`src/rtl/led_rgb_pattern_sequencer_if.sv`:
```
// Table-write bus from the register block into the LED pattern sequencer.
// The register block drives the master side; the sequencer receives on the slave side.
interface led_rgb_pattern_sequencer_if #(
  parameter int AW   = 4,
  parameter int DW_W = 32
);
  logic            tbl_wr;
  logic [AW-1:0]   tbl_addr;
  logic [2:0]      tbl_en;
  logic [2:0]      tbl_mode;
  logic [DW_W-1:0] tbl_duration;
  logic [DW_W-1:0] tbl_dwell;

  modport master (
    output tbl_wr,
    output tbl_addr,
    output tbl_en,
    output tbl_mode,
    output tbl_duration,
    output tbl_dwell
  );

  modport slave (
    input tbl_wr,
    input tbl_addr,
    input tbl_en,
    input tbl_mode,
    input tbl_duration,
    input tbl_dwell
  );
endinterface

```
`src/rtl/led_rgb_pattern_sequencer.sv`:
```
// Steps the led_rgb core through a programmable table of colour patterns.
// Optional LED_SEQ_PAUSE_EN adds pause_i, which freezes the dwell timer while in RUN.
//
// state | meaning
// IDLE  | waiting for start_i; outputs hold last entry (zero after reset/stop)
// LOAD  | one cycle reading entry idx_q; outputs still show the previous entry
// RUN   | entry driven; dwell down-counter runs to terminal count zero
module led_rgb_pattern_sequencer #(
  parameter int DEPTH = 16,
  parameter int AW    = 4,
  parameter int DW_W  = 32
) (
  input  logic                       aclk_i,
  input  logic                       aresetn_i,
  led_rgb_pattern_sequencer_if.slave tbl_if,
  input  logic [AW:0]                num_steps_i,
  input  logic                       loop_en_i,
  input  logic                       start_i,
  input  logic                       stop_i,
`ifdef LED_SEQ_PAUSE_EN
  input  logic                       pause_i,
`endif
  output logic [2:0]                 enable_rgb_o,
  output logic [2:0]                 mode_rgb_o,
  output logic [DW_W-1:0]            duration_o,
  output logic [AW-1:0]              step_idx_o,
  output logic                       busy_o,
  output logic                       done_o
);

  typedef enum logic [1:0] {
    S_IDLE = 2'd0,
    S_LOAD = 2'd1,
    S_RUN  = 2'd2
  } state_e;

  state_e          state_q, state_d;
  logic [AW-1:0]   idx_q, idx_d;
  logic [AW:0]     nsteps_q, nsteps_d;
  logic [DW_W-1:0] cnt_q, cnt_d;
  logic [2:0]      en_q, en_d;
  logic [2:0]      mode_q, mode_d;
  logic [DW_W-1:0] dur_q, dur_d;
  logic [AW-1:0]   step_q, step_d;
  logic            done_q, done_d;

  logic [2:0]      tbl_en_q   [DEPTH];
  logic [2:0]      tbl_mode_q [DEPTH];
  logic [DW_W-1:0] tbl_dur_q  [DEPTH];
  logic [DW_W-1:0] tbl_dwell_q[DEPTH];

  logic [2:0]      rd_en, rd_mode;
  logic [DW_W-1:0] rd_dur, rd_dwell;
  logic            run_hold;
  logic            cnt_tc;
  logic            last_step;

`ifdef LED_SEQ_PAUSE_EN
  assign run_hold = pause_i;
`else
  assign run_hold = 1'b0;
`endif

  // Table has no reset; contents are only meaningful once software writes them.
  always_ff @(posedge aclk_i) begin
    if (tbl_if.tbl_wr) begin
      tbl_en_q[tbl_if.tbl_addr]    <= tbl_if.tbl_en;
      tbl_mode_q[tbl_if.tbl_addr]  <= tbl_if.tbl_mode;
      tbl_dur_q[tbl_if.tbl_addr]   <= tbl_if.tbl_duration;
      tbl_dwell_q[tbl_if.tbl_addr] <= tbl_if.tbl_dwell;
    end
  end

  assign rd_en     = tbl_en_q[idx_q];
  assign rd_mode   = tbl_mode_q[idx_q];
  assign rd_dur    = tbl_dur_q[idx_q];
  assign rd_dwell  = tbl_dwell_q[idx_q];

  assign cnt_tc    = (cnt_q == '0);
  assign last_step = (({1'b0, idx_q} + (AW+1)'(1)) == nsteps_q);

  always_ff @(posedge aclk_i or negedge aresetn_i) begin
    if (!aresetn_i) begin
      state_q  <= S_IDLE;
      idx_q    <= '0;
      nsteps_q <= '0;
      cnt_q    <= '0;
      en_q     <= '0;
      mode_q   <= '0;
      dur_q    <= '0;
      step_q   <= '0;
      done_q   <= 1'b0;
    end else begin
      state_q  <= state_d;
      idx_q    <= idx_d;
      nsteps_q <= nsteps_d;
      cnt_q    <= cnt_d;
      en_q     <= en_d;
      mode_q   <= mode_d;
      dur_q    <= dur_d;
      step_q   <= step_d;
      done_q   <= done_d;
    end
  end

  always_comb begin
    state_d  = state_q;
    idx_d    = idx_q;
    nsteps_d = nsteps_q;
    cnt_d    = cnt_q;
    en_d     = en_q;
    mode_d   = mode_q;
    dur_d    = dur_q;
    step_d   = step_q;
    done_d   = 1'b0;

    // stop outranks everything, including a same-cycle start and pause
    if (stop_i) begin
      state_d = S_IDLE;
      idx_d   = '0;
      en_d    = '0;
      mode_d  = '0;
      dur_d   = '0;
      step_d  = '0;
    end else begin
      case (state_q)
        S_IDLE: begin
          if (start_i) begin
            if (num_steps_i == '0) begin
              done_d = 1'b1;
            end else begin
              nsteps_d = num_steps_i;
              idx_d    = '0;
              state_d  = S_LOAD;
            end
          end
        end

        S_LOAD: begin
          en_d    = rd_en;
          mode_d  = rd_mode;
          dur_d   = rd_dur;
          step_d  = idx_q;
          cnt_d   = (rd_dwell == '0) ? '0 : rd_dwell - DW_W'(1);
          state_d = S_RUN;
        end

        S_RUN: begin
          if (!run_hold) begin
            if (!cnt_tc) begin
              cnt_d = cnt_q - DW_W'(1);
            end else if (!last_step) begin
              idx_d   = idx_q + AW'(1);
              state_d = S_LOAD;
            end else if (loop_en_i) begin
              idx_d   = '0;
              state_d = S_LOAD;
            end else begin
              done_d  = 1'b1;
              state_d = S_IDLE;
            end
          end
        end

        default: state_d = S_IDLE;
      endcase
    end
  end

  assign enable_rgb_o = en_q;
  assign mode_rgb_o   = mode_q;
  assign duration_o   = dur_q;
  assign step_idx_o   = step_q;
  assign busy_o       = (state_q != S_IDLE);
  assign done_o       = done_q;

endmodule

```
`src/flat_wrapper.sv`:
```
// flat-port wrapper written by rule: the top's interface ports become plain ports
module led_rgb_pattern_sequencer_flat 
#(
  parameter int DEPTH = 16,
  parameter int AW    = 4,
  parameter int DW_W  = 32
)
  (aclk_i, aresetn_i, num_steps_i, loop_en_i, start_i, stop_i, enable_rgb_o, mode_rgb_o, duration_o, step_idx_o, busy_o, done_o, tbl_if_tbl_wr, tbl_if_tbl_addr, tbl_if_tbl_en, tbl_if_tbl_mode, tbl_if_tbl_duration, tbl_if_tbl_dwell);
  led_rgb_pattern_sequencer_if #(.AW(AW), .DW_W(DW_W)) tbl_if_i ();
  input  logic aclk_i;
  input  logic aresetn_i;
  input  logic [AW:0] num_steps_i;
  input  logic loop_en_i;
  input  logic start_i;
  input  logic stop_i;
  output logic [2:0] enable_rgb_o;
  output logic [2:0] mode_rgb_o;
  output logic [DW_W-1:0] duration_o;
  output logic [AW-1:0] step_idx_o;
  output logic busy_o;
  output logic done_o;
  input wire logic [$bits(tbl_if_i.tbl_wr)-1:0] tbl_if_tbl_wr;
  input wire logic [$bits(tbl_if_i.tbl_addr)-1:0] tbl_if_tbl_addr;
  input wire logic [$bits(tbl_if_i.tbl_en)-1:0] tbl_if_tbl_en;
  input wire logic [$bits(tbl_if_i.tbl_mode)-1:0] tbl_if_tbl_mode;
  input wire logic [$bits(tbl_if_i.tbl_duration)-1:0] tbl_if_tbl_duration;
  input wire logic [$bits(tbl_if_i.tbl_dwell)-1:0] tbl_if_tbl_dwell;
  assign tbl_if_i.tbl_wr = tbl_if_tbl_wr;
  assign tbl_if_i.tbl_addr = tbl_if_tbl_addr;
  assign tbl_if_i.tbl_en = tbl_if_tbl_en;
  assign tbl_if_i.tbl_mode = tbl_if_tbl_mode;
  assign tbl_if_i.tbl_duration = tbl_if_tbl_duration;
  assign tbl_if_i.tbl_dwell = tbl_if_tbl_dwell;
  led_rgb_pattern_sequencer #(.DEPTH(DEPTH), .AW(AW), .DW_W(DW_W)) u_core (.aclk_i(aclk_i), .aresetn_i(aresetn_i), .tbl_if(tbl_if_i), .num_steps_i(num_steps_i), .loop_en_i(loop_en_i), .start_i(start_i), .stop_i(stop_i), .enable_rgb_o(enable_rgb_o), .mode_rgb_o(mode_rgb_o), .duration_o(duration_o), .step_idx_o(step_idx_o), .busy_o(busy_o), .done_o(done_o));
endmodule
```
`config.mk`:
```
export PLATFORM = sky130hd
export DESIGN_NAME = led_rgb_pattern_sequencer_flat
export DESIGN_NICKNAME = d
export VERILOG_FILES = /design/src/rtl/led_rgb_pattern_sequencer_if.sv /design/src/rtl/led_rgb_pattern_sequencer.sv /design/src/flat_wrapper.sv
export SDC_FILE = /design/constraint.sdc
export NUM_CORES = 1
export LEC_CHECK = 0
export BUFFER_PORTS_ARGS = -buffer_cell sky130_fd_sc_hd__clkbuf_2
export CAP_MARGIN = 20
export CORE_ASPECT_RATIO = 0.75
export CORE_UTILIZATION = 56
export DETAILED_ROUTE_END_ITERATION = 8
export GPL_ROUTABILITY_DRIVEN = 0
export PLACE_DENSITY = 0.8
export SYNTH_ARGS = -nofsm -noshare
export SYNTH_HDL_FRONTEND = slang
export SYNTH_SLANG_ARGS = --single-unit
export TNS_END_PERCENT = 30
```
`constraint.sdc`:
```
create_clock -name aclk_i -period 3.65 [get_ports aclk_i]
set_input_delay 0.73 -clock aclk_i [delete_from_list [all_inputs] [get_ports aclk_i]]
set_output_delay 0.73 -clock aclk_i [all_outputs]
set_load 0.01 [all_outputs]
```
==> results.yml <==
status:
  run_status: "finished, violations left"
  violations: "setup timing"
pwr:
  p_leak_nw: 17.8
  p_total_mw: 32.5
  internal_power_mw: 24.5
  peakVddDrop_mv: 0.446
  clockPowerShare_pct: 36.8
  sequentialPowerShare_pct: 49.6
  combPwrFrac_pct: 13.6
  powerDensity_mw_per_mm2: 585
  switching_power_mw: 8.01
  p_sw_share_pct: 24.6
clocking:
  ctsHtreeMaxLevel: 3
  cts-root-buf: "clkbuf_16"
  cts_buffer_depth: 3
  cts_buffers: 110
  clk_latency_ns: 0.68
  clk_pin_slew_worst_paths_ns: 0.07
  clock-sinks: 1206
  cts_tree: "yes"
critical_path:
  cp_data_required_time_ns: 4.25
  cp-start-kind: "flop"
  crit_type: "flop to flop"
  crit_fanout: 5
  max_stage_delay_ns: 0.56
  endpoint_kind: "flop"
  critPathArrivalTime_ns: 4.31
  crit_slowest_cell: "mux4_2"
  path_cells: "buf_4 > buf_4 > mux4_2 > mux2i_4 > nand3_1 > a222oi_1 > buf_4 > o2111ai_4 > buf_4 > nor4_4 > buf_4 > mux2_2 > a21oi_1"
  critPathMostFrequentCell: "buf_4"
yosys:
  syn_inst: 2487
  ys_seq_elements: 1206
  synth-seq-area-share_pct: 74.5
  syn_area_per_cell_um2: 19.3
  synth_top_family_by_area: "multiplexers"
  synthMuxAreaShare_pct: 15.8
  synthAdderAreaFrac_pct: 0.208
  synthesis.nets: 2580
  synth_area_mm2: 0.0481
  yosys.area_share.simple_pct: 3.72
  synth_edf_count: 1120
  yosysWarnings: 0
  synth_xor_area_share_pct: 0.456
  yosysTopAreaCell: "edfxtp_1"
  synth_top_cell_area_share_pct: 70.0
  synth_commonest_cells: "1,120 x edfxtp_1, 257 x mux4_2, 154 x mux2i_1"
  synth_cell_types: 72
  synth_area_leaders: "edfxtp_1 70%, mux4_2 12%, dfrtp_1 4.5%, mux2i_1 3.2%, nor2_1 0.96%"
  ys_async_sr_fraction_pct: 7.13
  synth_most_common_cell: "edfxtp_1"
  ys.flop_type: "edfxtp_1"
  synth-compound-area-share_pct: 3.89
detailed_routing:
  first_iter_violations: 4218
  dr.pass1.iters: 6
  dr_total_vias: 27175
  vias_per_cell: 6.77
  routedWlPerCell_um: 30.7
  ant_nets: 0
  postRouteWirelength_um: 123000
  drc: 0
floorplan:
  row_count: 92
  die-area_mm2: 0.0870
  die_h_um: 256
  fp.coreArea_mm2: 0.0845
  start_util_pct: 56.9
  ios: 129
  dieWidth_um: 340
timing:
  hold_viol: 0
  setup_violations: 1
  finalMaxSlewViolations: 0
  relSlewSlack_pct: 31.3
  rsz0062_at_grt: "yes"
  min_period_ns: 3.71
  worst_slack_ns: -0.0605
  hold_ws_ns: 0.206
  finalSetupTns_ns: -0.0605
  max_slew.worst_pin.slew_ns: 1.03
  finalCritPeriodShare_pct: 102
  max_freq_ghz: 0.270
  finClkSkew_ns: 0.0202
final_layout:
  final_cells: 4015
  drive_above_1_share_pct: 28.6
  fill_cells: 5190
  final_area_mm2: 0.0556
  area_growth_pct: 15.8
  fin_nets: 2878
global_routing:
  grt_pass1_wl_um: 178000
  grt_pass1_vias: 27696
  antenna_found_initial: 14
  track_usage_pct: 27.9
  grt_max_degree: 71
  overflow: 0
placed_design:
  io_buffers: 128
  dp.cells: 3785
  post-dp-hpwl_um: 67300
  placed_cell_area_mm2: 0.0514
worst_hold_path:
  hold_class: "primary input to async pin"
run:
  drv_cap: 0
==> cell families after synthesis <==
family | after synthesis
adder cells (fa/ha/maj) | 8
XOR/XNOR | 25
multiplexers | 436
AO/OA/AOI/OAI | 298
buffers and inverters | 146
AND/OR/NAND/NOR | 368
flip-flops | 1206
==> cells in the final DEF, fill, tap and decap left out, types with 8 or more instances in the layout <==
cell type and count:
a21o_1 8, clkbuf_2 127, and2_1 11, nand2_1 75, buf_4 139, clkbuf_16 116
nand3_1 25, a21oi_1 85, clkinv_1 17, xor2_1 9, or3_1 11, inv_1 14
o21ai_1 17, a22oi_1 20, a211oi_1 10, mux2_2 23, mux2i_1 152, mux4_2 257
nor2_1 110, nand2b_1 14, dfrtp_1 82, ha_1 8, nor4_1 21, o21ai_0 81
buf_12 38, clkinv_2 25, xnor2_1 16, o22ai_1 10, nor3_1 26, clkbuf_1 18
bufinv_16 16, nor2_4 13, edfxtp_1 1120
==> sequential cells by signal, summed over array words and instances, names as in the netlist <==
register and count:
u_core.tbl_dur_q 512, u_core.enable_rgb_o 3, u_core.step_idx_o 4, u_core.cnt_q 32
u_core.state_q 2, u_core.tbl_dwell_q 512, u_core.mode_rgb_o 3, u_core.done_o 1
u_core.idx_q 4, u_core.nsteps_q 5, u_core.duration_o 32, u_core.tbl_en_q 48
u_core.tbl_mode_q 48
==> metrics by stage <==
step	worst slack, ns	util [%]
final	-0.0605	65.8
after global routing	-0.162	65.8
after CTS	-0.00842	65.6
after detailed placement	-0.164	60.9
after global placement	-0.0607	60.9
after floorplan	-1.03	-
==> power groups by stage <==
stage	sequential [mW]	combinational, mW	clock (mW)
after detailed placement	16.4	4.02	0
after global routing	16.2	4.68	12.5
after global placement	16.3	3.86	0
after floorplan	16.3	2.61	0
final	16.1	4.43	12.0
after CTS	16.1	4.27	12.0
==> path summary, 6_finish.rpt <==
path	startpoint	to	slack, ns	depth (start not counted)
max	u_core.idx_q[0]	u_core.cnt_q[30]	-0.06	13
min	aresetn_i	u_core.duration_o[16]	0.21	1
max reg2reg	u_core.idx_q[0]	u_core.cnt_q[30]	-0.06	13
min reg2reg	u_core.duration_o[16]	u_core.duration_o[16]	0.50	2
max in group asynchronous	aresetn_i	u_core.duration_o[14]	2.65	2
min in group aclk_i	num_steps_i[4]	u_core.nsteps_q[4]	0.31	2
==> critical path: cells and delay by family (launching register included) <==
family / cells / cell delay [ns]
AO/OA/AOI/OAI: 3 / 0.64
buffers and inverters: 5 / 0.97
flip-flops: 1 / 0.45
AND/OR/NAND/NOR: 2 / 0.44
multiplexers: 3 / 1.14
==> cell type report <==
class / instances / area, µm² / share of cell area [%]
Clock inverter: 71 / 787 / 1.41
Clock buffer: 136 / 2960 / 5.33
Tap cell: 1128 / 1410 / 2.54
Timing Repair Buffer: 316 / 2700 / 4.86
Antenna cell: 7 / 17.5 / 0.0315
Sequential cell: 1206 / 35800 / 64.3
Multi-Input combinational cell: 1135 / 11900 / 21.4
Inverter: 16 / 63.8 / 0.115
==> repair_timing <==
action	4_1_cts	5_1_grt
cloned	2	3
hold buffers	0	0
endpoints found under the setup margin	32	36
pin swaps	4	3
resized for setup	18	21
setup buffers	8	3
==> per-layer routing <==
metal / vias to the layer above / GRT usage [%] / part of all wire, %
met4: 16 / 9.80 / 3.7
met1: 13834 / 38.6 / 37
li1: 10816 / - / -
met2: 2121 / 43.6 / 47
met3: 388 / 6.94 / 12
met5: - / 0 / 0.084
(Power assumes the default switching activity.)
